### config.mk
export PLATFORM = sky130hd
export DESIGN_NAME = icache_resp
export DESIGN_NICKNAME = d
export VERILOG_FILES = /design/src/rtl/icache_resp.sv
export SDC_FILE = /design/constraint.sdc
export NUM_CORES = 1
export LEC_CHECK = 0
export ABC_CLOCK_PERIOD_IN_PS = 11200
export BUFFER_PORTS_ARGS = -buffer_cell sky130_fd_sc_hd__buf_2
export CAP_MARGIN = 30
export CORE_MARGIN = 3
export CORE_UTILIZATION = 50
export CTS_CLUSTER_SIZE = 40
export DETAILED_ROUTE_END_ITERATION = 10
export PLACE_DENSITY = 0.69
export SYNTH_ARGS = -nofsm -noshare
export SYNTH_HDL_FRONTEND = slang
export SYNTH_SLANG_ARGS = --single-unit
### constraint.sdc
create_clock -name clk -period 11.2 [get_ports clk]
set_clock_uncertainty 0.2 [all_clocks]
set_input_delay 2.24 -clock clk [delete_from_list [all_inputs] [get_ports clk]]
set_output_delay 2.24 -clock clk [all_outputs]
set_load 0.03 [all_outputs]
### src/rtl/icache_resp.sv
`default_nettype none
// ============================================================================
// Module   : icache_resp
// Purpose  : Direct-mapped instruction cache front end. It has 8 lines of
//            4 x 32-bit words. Hits return data combinationally in the
//            same cycle. Misses stall the fetch and run a 4-beat line fill
//            from backing memory.
// Ports    : clk        - single clock, all state on rising edge
//            rst        - asynchronous reset, active low
//            addr       - byte fetch address (held while ready=0)
//            enable     - fetch request valid
//            flush      - invalidate every line, abort any fill
//            data_out   - instruction word (NOP when nothing to return)
//            ready      - data_out valid this cycle, 0 = stall
//            err        - misaligned fetch (addr[1:0] != 0)
//            mem_req    - line-fill request, high for the whole fill
//            mem_addr   - word address of the beat being requested
//            mem_data   - returned word from backing memory
//            mem_valid  - mem_data valid this cycle
//            hit_cnt    - hit performance counter (16 bit, saturating)
//            miss_cnt   - miss performance counter (16 bit, saturating)
// Config   : define ICACHE_PERF_CNT_EN to build the performance counters.
//            Without it, hit_cnt and miss_cnt are tied to zero.
// Revision : 1.0 - initial release
// ============================================================================
module icache_resp (
    input  logic        clk,
    input  logic        rst,
    input  logic [31:0] addr,
    input  logic        enable,
    input  logic        flush,
    output logic [31:0] data_out,
    output logic        ready,
    output logic        err,
    output logic        mem_req,
    output logic [31:0] mem_addr,
    input  logic [31:0] mem_data,
    input  logic        mem_valid,
    output logic [15:0] hit_cnt,
    output logic [15:0] miss_cnt
);

    localparam logic [31:0] C_NOP = 32'h0000_0013;

    typedef enum logic [0:0] {
        ST_IDLE = 1'b0,
        ST_FILL = 1'b1
    } state_t;

    state_t      r_state;
    state_t      w_state_nxt;

    logic [7:0]  r_valid;
    logic [24:0] r_tag  [0:7];
    logic [31:0] r_data [0:31];
    logic [27:0] r_line_base;
    logic [1:0]  r_cnt;

    logic [24:0] w_tag;
    logic [2:0]  w_index;
    logic [1:0]  w_word;
    logic        w_aligned;
    logic        w_idle;
    logic        w_hit;
    logic        w_start_fill;
    logic        w_beat;
    logic        w_fill_done;
    logic [2:0]  w_fill_index;
    logic [31:0] w_lookup;

    assign w_tag        = addr[31:7];
    assign w_index      = addr[6:4];
    assign w_word       = addr[3:2];
    assign w_aligned    = (addr[1:0] == 2'b00);
    assign w_idle       = (r_state == ST_IDLE);
    assign w_fill_index = r_line_base[2:0];
    assign w_lookup     = r_data[{w_index, w_word}];

    assign w_hit        = enable && w_aligned && w_idle && r_valid[w_index]
                          && (r_tag[w_index] == w_tag);
    // Flush wins over starting a fill, so the FSM stays in IDLE.
    assign w_start_fill = enable && w_aligned && w_idle && !w_hit && !flush;
    assign w_beat       = (r_state == ST_FILL) && mem_valid;
    assign w_fill_done  = w_beat && (r_cnt == 2'd3);

    assign err      = enable && !w_aligned;
    assign mem_req  = (r_state == ST_FILL);
    assign mem_addr = {r_line_base, r_cnt, 2'b00};

    // ------------------------------------------------------------------------
    // Next state and fetch-side outputs
    // ------------------------------------------------------------------------
    always_comb begin
        w_state_nxt = r_state;
        ready       = 1'b0;
        data_out    = C_NOP;

        case (r_state)
            ST_IDLE: begin
                if (!enable || !w_aligned) begin
                    ready = 1'b1;
                end else if (w_hit) begin
                    ready    = 1'b1;
                    data_out = w_lookup;
                end else begin
                    w_state_nxt = ST_FILL;
                end
            end
            ST_FILL: begin
                if (w_fill_done) begin
                    w_state_nxt = ST_IDLE;
                end
            end
            default: begin
                w_state_nxt = ST_IDLE;
            end
        endcase

        // A flush cycle never returns data. This includes a hit in the same
        // cycle, because the line is being invalidated.
        if (flush) begin
            ready       = 1'b0;
            data_out    = C_NOP;
            w_state_nxt = ST_IDLE;
        end
    end

    // ------------------------------------------------------------------------
    // Control state: FSM, valid bits, fill pointer
    // ------------------------------------------------------------------------
    always_ff @(posedge clk or negedge rst) begin
        if (!rst) begin
            r_state     <= ST_IDLE;
            r_valid     <= '0;
            r_cnt       <= 2'd0;
            r_line_base <= '0;
        end else begin
            r_state <= w_state_nxt;
            if (flush) begin
                r_valid <= '0;
                r_cnt   <= 2'd0;
            end else if (w_start_fill) begin
                // The victim line is dropped right away, so a partial
                // overwrite can never be seen as valid.
                r_line_base       <= addr[31:4];
                r_cnt             <= 2'd0;
                r_valid[w_index]  <= 1'b0;
            end else if (w_beat) begin
                r_cnt <= r_cnt + 2'd1;
                if (r_cnt == 2'd3) begin
                    r_valid[w_fill_index] <= 1'b1;
                end
            end
        end
    end

    // ------------------------------------------------------------------------
    // Storage arrays: contents are qualified by r_valid, so they need no reset
    // ------------------------------------------------------------------------
    always_ff @(posedge clk) begin
        if (w_beat && !flush) begin
            r_data[{w_fill_index, r_cnt}] <= mem_data;
        end
        if (w_fill_done && !flush) begin
            r_tag[w_fill_index] <= r_line_base[27:3];
        end
    end

    // ------------------------------------------------------------------------
    // Performance counters
    // ------------------------------------------------------------------------
`ifdef ICACHE_PERF_CNT_EN
    logic [15:0] r_hit_cnt;
    logic [15:0] r_miss_cnt;

    always_ff @(posedge clk or negedge rst) begin
        if (!rst) begin
            r_hit_cnt  <= 16'd0;
            r_miss_cnt <= 16'd0;
        end else begin
            // Count only hit cycles that actually deliver data.
            if (w_hit && !flush && (r_hit_cnt != 16'hFFFF)) begin
                r_hit_cnt <= r_hit_cnt + 16'd1;
            end
            if (w_start_fill && (r_miss_cnt != 16'hFFFF)) begin
                r_miss_cnt <= r_miss_cnt + 16'd1;
            end
        end
    end

    assign hit_cnt  = r_hit_cnt;
    assign miss_cnt = r_miss_cnt;
`else
    assign hit_cnt  = 16'd0;
    assign miss_cnt = 16'd0;
`endif

endmodule
`default_nettype wire

==> metrics.md <==
| Metric | Value |
|---|---|
| Leak | `around 18 nW` |
| Hold path depth | `2` |
| # IOs | `168` |
| Routed vias/inst | `between 6 and 7` |
| R2R Setup Slk | `around 7700 ps` |
| First-pass GRT wire length | `approximately 170000 um` |
| HP Start | `r_valid[2]$_DFFE_PN0P_` |
| Worst-path maximum fanout | `24` |
| Slew @ Worst Pin | `1020 ps` |
| Clock sinks | `1263` |
| FF/Latch Area | `0.0377 mm^2` |
| FMAX | `around 120 MHz` |
| CP endpoint kind | `output port` |
| R2r startpoint | `r_tag[5][18]$_DFFE_PP_` |
| Worst Path Required | `8760 ps` |
| Die W | `318 um` |
| Num CTS Buffers | `120` |
| Final WL | `117000 um` |
| Final WS setup | `approximately 2600 ps` |
| Routed vias | `23800` |
| Vert. Die Dim | `318 um` |
| Core area | `0.0959 mm^2` |
| Non-filler instance count after layout | `3827` |
| Synth area leaders | `edfxtp_1 75%, mux4_2 12%, mux2i_1 2.5%, dfrtp_1 2.0%, o22ai_1 0.80%` |
| Setup violators final | `0` |
| WHS Endpoint | `r_valid[2]$_DFFE_PN0P_` |
| Area share of the largest cell type after synthesis | `75.4%` |
| Hold Crit Class | `reg -> reg` |
| Reg power frac | `between 50% and 60%` |
| Clk slew on worst S/H paths | `60 ps` |
| HPWL Detailed | `between 60000 and 70000 um` |
| Slew HR | `31.8%` |
| H-Tree Level Count | `3` |
| Largest net degree at the start of global routing | `~90` |
| Slew Limit Fails | `0` |
| Area leader, netlist | `edfxtp_1` |
| Outcome | `finished clean` |
| Mean Syn Cell Area | `~22 um^2` |
| Average wire per standard cell | `30.5 um` |
| # resized after CTS | `0` |
| Area post-placement | `0.0513 mm^2` |
| Initial drt markers | `approximately 3000` |
| Area Growth Syn to Fin | `13.1%` |
| Number of synthesized flops with an enable pin | `1224` |
| Int Pwr | `7.69 mW` |
| Cell Pwr Density | `178 mW/mm^2` |
| # placed instances | `3600` |
| Total iterations of the first detailed-routing run | `5` |
| Depth of the most critical reg-to-reg path | `8` |
| Post-CTS Hold Fix Bufs | `0` |
| Vias in the first global route | `24400` |
| Final Wtd Congestion | `roughly 0.83` |
| Total global-route track usage | `23.1%` |
| Cell row count | `113` |
| Post-CTS Setup Bufs | `0` |
| RSZ-0062 raised after global routing | `no` |
| Final Hold Fails | `0` |
| Asr flop ratio synth | `3.09%` |
| Max-Cap Viols | `0` |
| Switching share of power | `21.6%` |
| Max clock buf depth | `3` |
| CTS tree | `built` |
| Final antenna-violating net count | `0` |
| Pre-CTS WS | `2600 ps` |
| Synth Instances | `roughly 2300` |
| Post-Syn Area | `0.0488 mm^2` |
| Worst Path Arrival | `around 6200 ps` |
| Congestion Overflow GR | `0` |
| Die area | `0.101 mm^2` |
| Logic pwr share | `under 10%` |
| Crit Path Category | `in -> out` |
| Peak supply drop | `between 0.1 and 0.15 mV` |
| Multi-input logic area | `0.0107 mm^2` |
| Sum Neg Setup Slack | `0 ps` |
| Nets | `2530` |
| Final period util | `76.7%` |
| Yosys warns | `0` |
| Most frequent cells in the layout | `1224 x edfxtp_1, 269 x mux4_2, 131 x buf_2, 124 x mux2i_1, 120 x clkbuf_16` |
| Register area share after synthesis | `between 70% and 80%` |
| Cell variety after synth | `61` |
| Initial antenna violation count | `10` |
| Initial core utilization | `between 50% and 60%` |
| Fillers | `6820` |
| Tot Pwr | `9.80 mW` |
| Sw power | `about 2.1 mW` |
| Layout cells sized above 1 | `28.6%` |
| Clk root buf | `clkbuf_16` |
| Worst setup SP type | `input port` |
| Clk_lat worst skew | `710 ps` |
| Design area | `around 0.055 mm^2` |
| DRC Markers | `0` |
| Reg-to-Reg End | `r_line_base[18]$_DFFE_PN0P_` |
| Power share of the clock group | `40.4%` |
| Commonest non-fill, non-tap cell in the layout | `edfxtp_1` |
| Tmin final | `8590 ps` |
| Seq cells post-synth | `1263` |
| Input/output buffers | `133` |
| Dominant synthesized flop cell | `edfxtp_1` |
-- cell type report --
type | instances | share of cell area (%)
Antenna cell | 4 | 0.0182
Clock buffer | 148 | 5.64
Clock inverter | 75 | 1.38
Inverter | 3 | 0.0204
Multi-Input combinational cell | 867 | 19.3
Sequential cell | 1263 | 68.4
Tap cell | 1265 | 2.87
Timing Repair Buffer | 202 | 2.33
-- synthesized netlist by cell type (3+ instances only) --
cell,count
mux2_2,26
edfxtp_1,1224
nand2b_1,10
and3_1,29
nor2b_1,5
o22ai_1,62
a221o_1,3
ha_1,4
o211ai_1,4
a211oi_1,30
buf_1,25
nor2_1,57
nand4_1,4
buf_2,13
o21ai_0,4
a22oi_1,35
buf_4,45
and2_1,6
a21oi_1,9
mux4_2,269
buf_6,3
mux2_4,9
xnor2_1,10
dfrtp_1,39
or3_1,3
nand3_1,8
a311oi_1,4
nand3b_1,7
nand2_1,63
nor3_1,4
xor2_1,15
clkbuf_1,65
mux2i_1,124
-- cell families (layout without fill, tap and decap cells) --
group,count (synthesis),after routing,synth area share [%]
flip-flops,1263,1263,77.4
multiplexers,429,429,15.9
AND/OR/NAND/NOR,210,210,2.15
AO/OA/AOI/OAI,165,165,2.37
buffers and inverters,155,428,1.64
XOR/XNOR,25,25,0.449
adder cells (fa/ha/maj),4,4,0.103
other,1,38,0.00769
-- worst max-delay path, cell delays in order --
cell	delay [ps]
buf_2	290
buf_4	320
inv_2	530
buf_4	560
nand2_1	110
and2_0	190
xnor2_1	150
or4_4	530
nor4_4	300
nand4_1	290
a311oi_1	340
buf_2	240
-- power by group through the flow --
stage	clock network, mW	registers [mW]	logic [mW]
global placement	0	5.41	0.512
floorplan	0	5.43	0.292
global route	4.22	5.32	0.555
CTS	4.03	5.31	0.525
finish	3.96	5.31	0.522
detailed placement	0	5.41	0.524
-- worst max path at each step --
stage	end	slack [ps]	startpoint	depth (start not counted)
global route	data_out[26]	2290	addr[5]	13
finish	ready	2610	addr[4]	12
CTS	ready	2600	addr[4]	12
detailed placement	ready	2600	addr[4]	12
floorplan	data_out[10]	3770	addr[4]	10
global placement	data_out[24]	2210	addr[4]	13
-- metrics by stage --
stage | hold WS, ps | util, %
floorplan | 339 | -
global placement | 354 | 53.4
detailed placement | 363 | 53.5
CTS | 371 | 57.5
global route | 395 | 57.5
finish | 378 | 57.5
-- layer usage --
| metal | vias up | global-route usage (%) | share of wire [%] |
|---|---|---|---|
| met3 | 207 | 4.23 | 8.7 |
| li1 | 9775 | - | - |
| met1 | 12600 | 32.8 | 40 |
| met4 | 0 | 6.75 | 2.7 |
| met2 | 1199 | 37.0 | 49 |
| met5 | - | 0 | 0 |
-- flip-flops by register name (all words and copies together) (netlist names) --
name,cells
r_tag,200
mem_req,1
r_valid,8
r_line_base,28
r_cnt,2
r_data,1024
Note: power is estimated with default switching activity, not from simulation.
